## src/rtl/instr_encoder.sv

```systemverilog
// RV64I instruction encoder: packs op/register/immediate fields into a 32-bit word,
// flags illegal field combinations and buffers results in a 2-entry output FIFO.
package instr_encoder_pkg;
    typedef enum logic [5:0] {
        OP_UNKNOWN,
        OP_LUI, OP_AUIPC, OP_JAL, OP_JALR,
        OP_BEQ, OP_BNE, OP_BLT, OP_BGE, OP_BLTU, OP_BGEU,
        OP_LD, OP_SD,
        OP_ADDI, OP_SLTI, OP_SLTIU, OP_XORI, OP_ORI, OP_ANDI,
        OP_SLLI, OP_SRLI, OP_SRAI,
        OP_ADD, OP_SUB, OP_SLL, OP_SLT, OP_SLTU, OP_XOR, OP_SRL, OP_SRA, OP_OR, OP_AND,
        OP_ADDIW, OP_SLLIW, OP_SRLIW, OP_SRAIW,
        OP_ADDW, OP_SUBW, OP_SLLW, OP_SRLW, OP_SRAW
    } decode_op_t;
endpackage

module instr_encoder
    import instr_encoder_pkg::*;
(
    input  logic        clk,
    input  logic        resetn,
    input  logic        in_valid,
    output logic        in_ready,
    input  decode_op_t  in_op,
    input  logic [4:0]  in_rd,
    input  logic [4:0]  in_rs1,
    input  logic [4:0]  in_rs2,
    input  logic [63:0] in_imm,
    output logic        out_valid,
    input  logic        out_ready,
    output logic [31:0] out_instr,
    output logic        out_err,
    input  logic        flush,
    output logic [31:0] enc_count,
    output logic [15:0] err_count
);

    localparam logic [6:0] OPC_IMM    = 7'b0010011;
    localparam logic [6:0] OPC_REG    = 7'b0110011;
    localparam logic [6:0] OPC_IMMW   = 7'b0011011;
    localparam logic [6:0] OPC_REGW   = 7'b0111011;
    localparam logic [6:0] OPC_LUI    = 7'b0110111;
    localparam logic [6:0] OPC_AUIPC  = 7'b0010111;
    localparam logic [6:0] OPC_LOAD   = 7'b0000011;
    localparam logic [6:0] OPC_STORE  = 7'b0100011;
    localparam logic [6:0] OPC_JAL    = 7'b1101111;
    localparam logic [6:0] OPC_JALR   = 7'b1100111;
    localparam logic [6:0] OPC_BRANCH = 7'b1100011;

    logic [2:0]  f3;
    logic [6:0]  f7;
    logic        fits12, fits13, fits21, fits32, shamt6_ok, shamt5_ok;
    logic [31:0] enc_word;
    logic        enc_err;

    always_comb begin
        f3 = 3'b000;
        unique case (in_op)
            OP_SLLI, OP_SLL, OP_SLLIW, OP_SLLW, OP_BNE:     f3 = 3'b001;
            OP_SLTI, OP_SLT:                                f3 = 3'b010;
            OP_SLTIU, OP_SLTU, OP_LD, OP_SD:                f3 = 3'b011;
            OP_XORI, OP_XOR, OP_BLT:                        f3 = 3'b100;
            OP_SRLI, OP_SRAI, OP_SRL, OP_SRA, OP_SRLIW,
            OP_SRAIW, OP_SRLW, OP_SRAW, OP_BGE:             f3 = 3'b101;
            OP_ORI, OP_OR, OP_BLTU:                         f3 = 3'b110;
            OP_ANDI, OP_AND, OP_BGEU:                       f3 = 3'b111;
            default:                                        f3 = 3'b000;
        endcase
    end

    // SRAI's [31:26]=010000 is simply the top six bits of the 0100000 funct7.
    assign f7 = (in_op inside {OP_SUB, OP_SUBW, OP_SRA, OP_SRAW, OP_SRAI, OP_SRAIW})
                ? 7'b0100000 : 7'b0000000;

    // A value fits N signed bits when every bit from N-1 upward matches the sign.
    assign fits12    = (&in_imm[63:11]) | ~(|in_imm[63:11]);
    assign fits13    = (&in_imm[63:12]) | ~(|in_imm[63:12]);
    assign fits21    = (&in_imm[63:20]) | ~(|in_imm[63:20]);
    assign fits32    = (&in_imm[63:31]) | ~(|in_imm[63:31]);
    assign shamt6_ok = ~(|in_imm[63:6]);
    assign shamt5_ok = ~(|in_imm[63:5]);

    always_comb begin
        enc_err  = 1'b0;
        enc_word = 32'h0;
        unique case (in_op)
            OP_LUI, OP_AUIPC: begin
                enc_err  = !fits32 || (in_imm[11:0] != 12'h000);
                enc_word = {in_imm[31:12], in_rd, (in_op == OP_LUI) ? OPC_LUI : OPC_AUIPC};
            end
            OP_JAL: begin
                enc_err  = !fits21 || in_imm[0];
                enc_word = {in_imm[20], in_imm[10:1], in_imm[11], in_imm[19:12], in_rd, OPC_JAL};
            end
            OP_JALR, OP_LD: begin
                enc_err  = !fits12;
                enc_word = {in_imm[11:0], in_rs1, f3, in_rd,
                            (in_op == OP_JALR) ? OPC_JALR : OPC_LOAD};
            end
            OP_BEQ, OP_BNE, OP_BLT, OP_BGE, OP_BLTU, OP_BGEU: begin
                enc_err  = !fits13 || in_imm[0];
                enc_word = {in_imm[12], in_imm[10:5], in_rs2, in_rs1, f3,
                            in_imm[4:1], in_imm[11], OPC_BRANCH};
            end
            OP_SD: begin
                enc_err  = !fits12;
                enc_word = {in_imm[11:5], in_rs2, in_rs1, f3, in_imm[4:0], OPC_STORE};
            end
            OP_ADDI, OP_SLTI, OP_SLTIU, OP_XORI, OP_ORI, OP_ANDI, OP_ADDIW: begin
                enc_err  = !fits12;
                enc_word = {in_imm[11:0], in_rs1, f3, in_rd,
                            (in_op == OP_ADDIW) ? OPC_IMMW : OPC_IMM};
            end
            OP_SLLI, OP_SRLI, OP_SRAI: begin
                enc_err  = !shamt6_ok;
                enc_word = {f7[6:1], in_imm[5:0], in_rs1, f3, in_rd, OPC_IMM};
            end
            OP_SLLIW, OP_SRLIW, OP_SRAIW: begin
                enc_err  = !shamt5_ok;
                enc_word = {f7, in_imm[4:0], in_rs1, f3, in_rd, OPC_IMMW};
            end
            OP_ADD, OP_SUB, OP_SLL, OP_SLT, OP_SLTU, OP_XOR, OP_SRL, OP_SRA, OP_OR, OP_AND: begin
                enc_word = {f7, in_rs2, in_rs1, f3, in_rd, OPC_REG};
            end
            OP_ADDW, OP_SUBW, OP_SLLW, OP_SRLW, OP_SRAW: begin
                enc_word = {f7, in_rs2, in_rs1, f3, in_rd, OPC_REGW};
            end
            default: enc_err = 1'b1;
        endcase
        if (enc_err) enc_word = 32'h0;
    end

    logic [1:0]  occ;
    logic [31:0] tail_instr;
    logic        tail_err;
    logic        accept, push, pop;

    assign in_ready  = (occ != 2'd2);
    assign out_valid = (occ != 2'd0);
    assign accept    = in_valid && in_ready;
    assign push      = accept && !flush;
    assign pop       = out_valid && out_ready;

    // Head entry lives directly in the output registers; empty FIFO shows zeros.
    always_ff @(posedge clk or negedge resetn) begin
        if (!resetn) begin
            occ        <= 2'd0;
            out_instr  <= 32'h0;
            out_err    <= 1'b0;
            tail_instr <= 32'h0;
            tail_err   <= 1'b0;
        end else if (flush) begin
            occ       <= 2'd0;
            out_instr <= 32'h0;
            out_err   <= 1'b0;
        end else begin
            unique case (occ)
                2'd0: if (push) begin
                    occ       <= 2'd1;
                    out_instr <= enc_word;
                    out_err   <= enc_err;
                end
                2'd1: begin
                    if (push && pop) begin
                        out_instr <= enc_word;
                        out_err   <= enc_err;
                    end else if (push) begin
                        occ        <= 2'd2;
                        tail_instr <= enc_word;
                        tail_err   <= enc_err;
                    end else if (pop) begin
                        occ       <= 2'd0;
                        out_instr <= 32'h0;
                        out_err   <= 1'b0;
                    end
                end
                default: if (pop) begin
                    occ       <= 2'd1;
                    out_instr <= tail_instr;
                    out_err   <= tail_err;
                end
            endcase
        end
    end

    always_ff @(posedge clk or negedge resetn) begin
        if (!resetn) begin
            enc_count <= 32'h0;
            err_count <= 16'h0;
        end else if (accept) begin
            enc_count <= enc_count + 32'd1;
            if (enc_err && (err_count != 16'hFFFF)) err_count <= err_count + 16'd1;
        end
    end

endmodule

```

## config.mk

```make
export PLATFORM = sky130hd
export DESIGN_NAME = instr_encoder
export DESIGN_NICKNAME = d
export VERILOG_FILES = /design/src/rtl/instr_encoder.sv
export SDC_FILE = /design/constraint.sdc
export NUM_CORES = 1
export LEC_CHECK = 0
export ABC_AREA = 1
export BUFFER_PORTS_ARGS = -buffer_cell sky130_fd_sc_hd__buf_2
export CAP_MARGIN = 20
export CORE_MARGIN = 3
export CORE_UTILIZATION = 45
export DETAILED_ROUTE_END_ITERATION = 16
export GPL_TIMING_DRIVEN = 0
export MAX_ROUTING_LAYER = met4
export PLACE_DENSITY = 0.82
export SYNTH_ARGS = -nofsm -noshare
export SYNTH_HDL_FRONTEND = slang
export SYNTH_SLANG_ARGS = --single-unit
```

## constraint.sdc

```tcl
create_clock -name clk -period 1.8 [get_ports clk]
set_clock_uncertainty 0.1 [all_clocks]
set_input_delay 0.09 -clock clk [delete_from_list [all_inputs] [get_ports clk]]
set_output_delay 0.09 -clock clk [all_outputs]
set_load 0.005 [all_outputs]
```

==> key figures, run 1 <==
CTS
  – CTS Sinks: 114
  – Buffer depth of the longest clock path: 2
  – CTS tree: built
  – Clk slew on worst S/H paths: 60 ps
  – Worst-skew pair later-pin latency: 420 ps
  – CTS buffer count: 17
  – CTS H-Tree Depth: 4
  – Clk root buf: clkbuf_16

Cells and area
  – Synth-to-layout area growth: 49.43%
  – Fill count: 1244
  – Fin cells: 1706
  – Layout cells sized above 1: 34.07%
  – Final #Nets: 1571

Pwr
  – Pwr/cell area: 960.2 nW/um^2
  – Max rail drop VDD: 0.8262 mV
  – Leak: 6.146 nW

Floorplan
  – Top Ports: 173
  – Die X: 137.4 um
  – Row Count: 47
  – Die area: 18880 um^2
  – Initial cell density of the core: 46.35%
  – Core ar.: 16760 um^2
  – Die Height: 137.4 um

GRT
  – Initial antenna violation count: 1
  – Largest net degree at the start of global routing: 60
  – First-pass GRT wire length: 43.86 mm
  – Aggregate global-route resource usage: 30.16%
  – Number of global-route vias before repair: 8636
  – Overflow left after global routing: 0

STA
  – FMAX: 429.0 MHz
  – Fin crit share: 129.5%
  – Final Hold Fails: 0
  – Final slew viol count: 0
  – Slew @ Worst Pin: 783.4 ps
  – RSZ-0062 raised after global routing: yes
  – Min Tclk post-route: 2331 ps
  – Setup violations, final: 83
  – Final Worst Setup Slack: -531.1 ps
  – Setup TNS: -18930 ps
  – Slew headroom: 47.78%

Place
  – DP Worst Slack: -611.6 ps
  – # port buffers: 172
  – DPL Wire Length: 18.47 mm
  – Placed cells: 1567
  – Placer Congestion: 0.9894

Logic synthesis
  – Dominant register cell in the synthesized netlist: dfrtp_1
  – Synth Area per Inst: 6.617 um^2
  – Cell taking the most area after synthesis: dfrtp_1
  – Mapped Nets: 1273
  – Post-synth cell types: 43
  – Synth top cells by count: nand2_1 (502), nor2_1 (139), dfrtp_1 (114)
  – Top-count cell post-synth: nand2_1
  – Ys async rst share: 100.0%
  – Post-Syn Area: 7769 um^2
  – Gate count after technology mapping: 1174
  – Warnings from Yosys: 0
  – Top area cells in the synthesized netlist: dfrtp_1 (37%), nand2_1 (24%), nor2_1 (6.7%)
  – Top-area cell type share of the netlist area: 36.72%
  – Post-synth EDFFs: 0
  – Number of synthesized register bits: 114
  – Seq/Total Area, Yosys: 36.72%

Route
  – Vias: 9673
  – Drt total wl: 33.64 mm
  – DR vias/cell: 5.670
  – Drc violations: 0
  – WL per Instance: 19.72 um
  – First DRT Iteration DRCs: 997
  – Initial DRT Pass Iterations: 6
  – Final ANT Viol Nets: 0

Worst setup path
  – Critical path type: reg2reg
  – Critical Path RT: 2040 ps
  – Crit end category: flop
  – Arrival time at the worst endpoint: 2580 ps
  – Crit start category: flop
  – Max FO, Critical Path: 3

Min path
  – Hold/Removal Path Class: in2reg

Status
  – Failing checks: setup timing
  – Status: finished, violations left

Flow run
  – Reported max-cap violation count: 0
final timing paths:
path / start / to / slack [ps] / cells past startpoint
worst max-delay path: enc_count[1] / enc_count[31] / -530 / 10
min in group asynchronous: resetn / err_count[13] / 230 / 2
max in group asynchronous: resetn / enc_count[22] / 590 / 3
worst min-delay path: in_imm[7] / tail_instr[27] / 20 / 5
worst min register to register: enc_count[31] / enc_count[31] / 370 / 1
worst max register to register: enc_count[1] / enc_count[31] / -530 / 10
sequential cells by signal, indices dropped and copies added, names as in the netlist:
name	cells
enc_count	32
occ	2
tail_err	1
tail_instr	31
out_err	1
err_count	16
out_instr	31
final cells by class:
| class | instances | area (um^2) | share of cell area, % |
|---|---|---|---|
| well taps | 220 | 275.3 | 2.371 |
| plain buffers | 33 | 380.4 | 3.277 |
| flip-flops and latches | 114 | 2858 | 24.62 |
| repair buffers | 279 | 1917 | 16.51 |
| clock inverters | 11 | 207.7 | 1.789 |
| clock buffers | 21 | 450.4 | 3.880 |
| inverters | 95 | 392.9 | 3.384 |
| multi-input cells | 932 | 5125 | 44.15 |
| diodes | 1 | 2.502 | 0.02156 |
where the power goes:
part | switching (mW) | internal, mW
logic | 2.21 | 1.63
registers | 0.460 | 2.95
clock network | 1.28 | 2.62
total | 3.95 | 7.20
cell families after synthesis:
| group | synth area share [%] |
|---|---|
| AO/OA/AOI/OAI | 3.849 |
| XOR/XNOR | 4.622 |
| buffers and inverters | 7.119 |
| flip-flops | 36.72 |
| adder cells (fa/ha/maj) | 1.450 |
| AND/OR/NAND/NOR | 46.24 |
timing repair:
item | 4_1_cts | 5_1_grt
setup endpoints to repair | 96 | 105
endpoints found under the hold margin | 66 | 0
cloned | 0 | 14
pin swaps | 22 | 57
gates resized for setup | 76 | 193
setup buffers | 39 | 43
hold buffers | 16 | 0
per-layer routing:
metal / global-route usage, % / routed length [um] / up-vias
met5: - / 0 / -
met4: 11.36 / 1636 / 0
met3: 6.063 / 3767 / 182
met2: 50.43 / 16120 / 731
met1: 35.94 / 12110 / 4437
li1: - / - / 4323
critical path, cell delays in order, from the launching register on:
cell and delay (ps):
dfrtp_1 440, buf_4 170, nand3_2 90, nor2_4 190, nand3_4 120, nor3b_4 240, nand4_1 270, nor2_4 230
nand3_2 120, nor2_2 150, xor2_1 140
through the flow:
stage	util (%)	area (um^2)	hold slack, ps	total power [mW]
6_report	69.26	11610	24.29	11.15
5_1_grt	69.26	11610	41.32	11.50
4_1_cts	62.77	10520	3.756	9.802
3_5_place_dp	54.24	9090	100.4	5.690
3_3_place_gp	54.06	9060	290.6	5.607
2_1_floorplan	-	7924	-305.6	4.797
cells in the final DEF, fill, tap and decap left out, drive strengths merged:
cell type,count
a211oi,1
a21oi,9
a22oi,5
a31oi,1
and2,1
buf,283
bufinv,6
clkbuf,34
clkinv,6
clkinvlp,2
dfrtp,114
diode,1
dlygate4sd3,16
ha,9
inv,92
nand2,513
nand3,91
nand3b,3
nand4,41
nor2,151
nor3,18
nor3b,2
nor4,14
o211ai,2
o21a,1
o21ai,26
o31ai,2
o41ai,1
xnor2,9
xor2,32
Note: power is estimated with default switching activity, not from simulation.
==> run 2, diff against run 1 <==
CELL_PAD_IN_SITES_DETAIL_PLACEMENT = 1   (was default)
CELL_PAD_IN_SITES_GLOBAL_PLACEMENT = 1   (was default)
CORE_UTILIZATION = 35   (was 45)
PLACE_DENSITY = 0.89   (was 0.82)
==> run 2 against run 1 <==
The run still ends with setup timing left. Combinational power increased by 9.6%. Design area up 2.5%. Core utilization decreased by 14 points. Worst hold slack worse by 2.2 ps. Global-route usage down 2.6 points. Fmax decreased by 0.97%. Total power grew 0.76%. Sequential share of layout area shrank 0.59 points. Critical path depth is 4 higher. Routed wire length increased by 20%. Critical endpoint is now out_instr[28]. Largest cell class unchanged. Highest routed layer unchanged.
==> key figures, run 2 (synthesis gave the netlist of run 1 again) <==
Status
  – Status: finished, violations left
  – Failing checks: setup timing

Floorplan
  – Die area: 24020 um^2 (+27%)
  – Initial cell density of the core: 36.27% (-10 points)
  – Top Ports: 173 (unchanged)
  – Die Height: 155.0 um (+13%)
  – Row Count: 53 (+13%)
  – Core ar.: 21420 um^2 (+28%)
  – Die X: 155.0 um (+13%)

CTS
  – CTS H-Tree Depth: 4 (unchanged)
  – CTS Sinks: 114 (unchanged)
  – Clk root buf: clkbuf_16
  – Clk slew on worst S/H paths: 60 ps (about the same)
  – CTS buffer count: 17 (unchanged)
  – Worst-skew pair later-pin latency: 440 ps (+20 ps)
  – CTS tree: built
  – Buffer depth of the longest clock path: 2 (unchanged)

Cells and area
  – Layout cells sized above 1: 36.11% (+2.0 points)
  – Area occupied by multi-input gates: 5254 um^2 (+2.5%)
  – Commonest non-fill, non-tap cell in the layout: nand2_1
  – Sequential cell area: 2859 um^2 (about the same)
  – Synth-to-layout area growth: 53.13%
  – Top Registers: enc_count x32, out_instr x31, tail_instr x31
  – Final #Nets: 1576 (+0.32%)
  – Most frequent cells in the layout: nand2_1 (468), buf_2 (170), nor2_1 (109), dfrtp_1 (109), buf_4 (72)
  – Max reg flops: 32 (unchanged)
  – Largest reg by FF count: enc_count
  – Fill count: 2648 (+110%)

Min path
  – Hold/Removal Path Class: in2reg
  – Hold_sp: in_imm[3]

Worst setup path
  – Worst setup path start: occ[0]
  – Critical path type: reg2reg
  – Critical R2R Launch: occ[0]
  – Crit end category: flop
  – Max FO, Critical Path: 6 (+3)
  – Flop-to-flop setup slack: -550 ps (-20 ps)
  – Crit path to: out_instr[28]
  – R2r worst-path depth: 14 (+4)
  – Arrival time at the worst endpoint: 2600 ps (+20 ps)
  – Reg-to-Reg End: out_instr[28]
  – Crit start category: flop
  – Critical Path RT: 2040 ps (about the same)

Flow run
  – Reported max-cap violation count: 0 (unchanged)

Route
  – First DRT Iteration DRCs: 782 (-22%)
  – Initial DRT Pass Iterations: 5 (-1)
  – DR vias/cell: 5.563 (-1.9%)
  – WL per Instance: 22.74 um (+15%)
  – Final ANT Viol Nets: 0 (unchanged)
  – Drc violations: 0 (unchanged)
  – Drt total wl: 40.23 mm (+20%)
  – Vias: 9841 (+1.7%)

STA
  – Slew headroom: 43.40% (-4.4 points)
  – Setup violations, final: 104 (+25%)
  – Final Worst Setup Slack: -553.9 ps (-22.82 ps)
  – Fin crit share: 130.8% (+1.3 points)
  – Final slew viol count: 0 (unchanged)
  – Final Hold Fails: 0 (unchanged)
  – Min Tclk post-route: 2354 ps (+22.82 ps)
  – Slew @ Worst Pin: 838.1 ps (+54.69 ps)
  – FMAX: 424.8 MHz (-0.97%)
  – RSZ-0062 raised after global routing: yes
  – Hold WS: 22.04 ps (-2.250 ps)

Pwr
  – Leak: 6.153 nW (+0.12%)
  – Total power: 11.23 mW (+0.76%)
  – Clock Power Share: 32.4% (-2.6 points)
  – Power share of the sequential group: 30.2% (-0.4 points)
  – Max rail drop VDD: 0.5318 mV (-36%)
  – Sw Share: 38.59% (+3.2 points)
  – Comb pwr share: 37.4% (+3.0 points)
  – Switch Pwr: 4.334 mW (+9.8%)
  – Int Pwr: 6.897 mW (-4.2%)
  – Pwr/cell area: 944.1 nW/um^2 (-1.7%)

GRT
  – First-pass GRT wire length: 51.94 mm (+18%)
  – Largest net degree at the start of global routing: 59 (-1.7%)
  – Initial antenna violation count: 4 (+3)
  – Overflow left after global routing: 0 (unchanged)
  – Number of global-route vias before repair: 9645 (+12%)
  – Aggregate global-route resource usage: 27.60% (-2.6 points)

Place
  – DPL Wire Length: 21.79 mm (+18%)
  – Placer Congestion: 0.9527 (-3.7%)
  – # port buffers: 172 (unchanged)
[run 2: cell count changes in the layout (fill, tap and decap cells not counted), sizes merged]
cell         change
dlygate4sd3      +4
inv              +4
bufinv           -3
clkbuf           -3
clkinvlp         +3
diode            +3
buf              +2
clkinv           -1
nand2            -1
[run 2: layer usage]
| layer | global-route usage, % | wire (um) | vias up |
|---|---|---|---|
| li1 | - | - | 4342 |
| met1 | 32.53 | 15200 | 4858 |
| met2 | 47.53 | 20530 | 480 |
| met3 | 5.229 | 2488 | 161 |
| met4 | 9.041 | 2014 | 0 |
| met5 | - | 0 | - |
[run 2: area by class of cell]
class / instances / area share, %
antenna: 4 / 0.08414
buffer: 33 / 2.945
clock buffer: 18 / 3.607
clock inverter: 14 / 1.515
inverter: 95 / 3.397
multi-input combinational: 931 / 44.16
sequential: 114 / 24.03
tap: 275 / 2.892
timing repair buffer: 285 / 17.36
[run 2: worst min path at each step]
stage	endpoint	slack, ps	cells after the start
floorplan	enc_count[0]	-310	0
global placement	occ[0]	290	2
detailed placement	err_count[7]	0.6	1
CTS	tail_instr[10]	4	5
global route	tail_instr[10]	50	5
finish	tail_instr[10]	20	5
[run 2: critical path, stage by stage (launching register included)]
cell     delay [ps]
dfrtp_1         450
inv_4            80
nand2_8         100
nand2_8          70
buf_4           150
nor4_4          270
o21ai_2         130
inv_2           150
buf_6           120
buf_6           110
buf_8           120
nand4_1         110
nand2_1         100
nand2_1          60
nand2_1         130
[run 2: timing repair]
action / 4_1_cts / 5_1_grt
resized for setup: 84 / 209
hold buffers: 20 / 0
hold endpoints to repair: 71 / 0
buffers inserted: 42 / 43
endpoints found under the setup margin: 99 / 104
pin swaps: 30 / 100
cloned: 2 / 8
[run 2: power by group through the flow]
| stage | Combinational (mW) | Clock, mW | Sequential, mW |
|---|---|---|---|
| floorplan | 1.51 | 0 | 3.29 |
| global placement | 2.37 | 0 | 3.30 |
| detailed placement | 2.46 | 0 | 3.33 |
| CTS | 2.96 | 3.54 | 3.29 |
| global route | 4.43 | 3.74 | 3.41 |
| finish | 4.21 | 3.64 | 3.39 |
[run 2: per-stage QoR]
stage	util (%)	TNS, ps	setup slack, ps	instances	area (um^2)
after floorplan	-	-2348	-162.9	1174	7924
final	55.54	-25400	-553.9	1769	11900
after global placement	42.62	-142190	-877.6	1621	9129
after CTS	49.84	-12760	-352.4	1717	10680
after global routing	55.54	-33010	-635.1	1769	11900
after detailed placement	42.78	-50410	-667.1	1622	9163
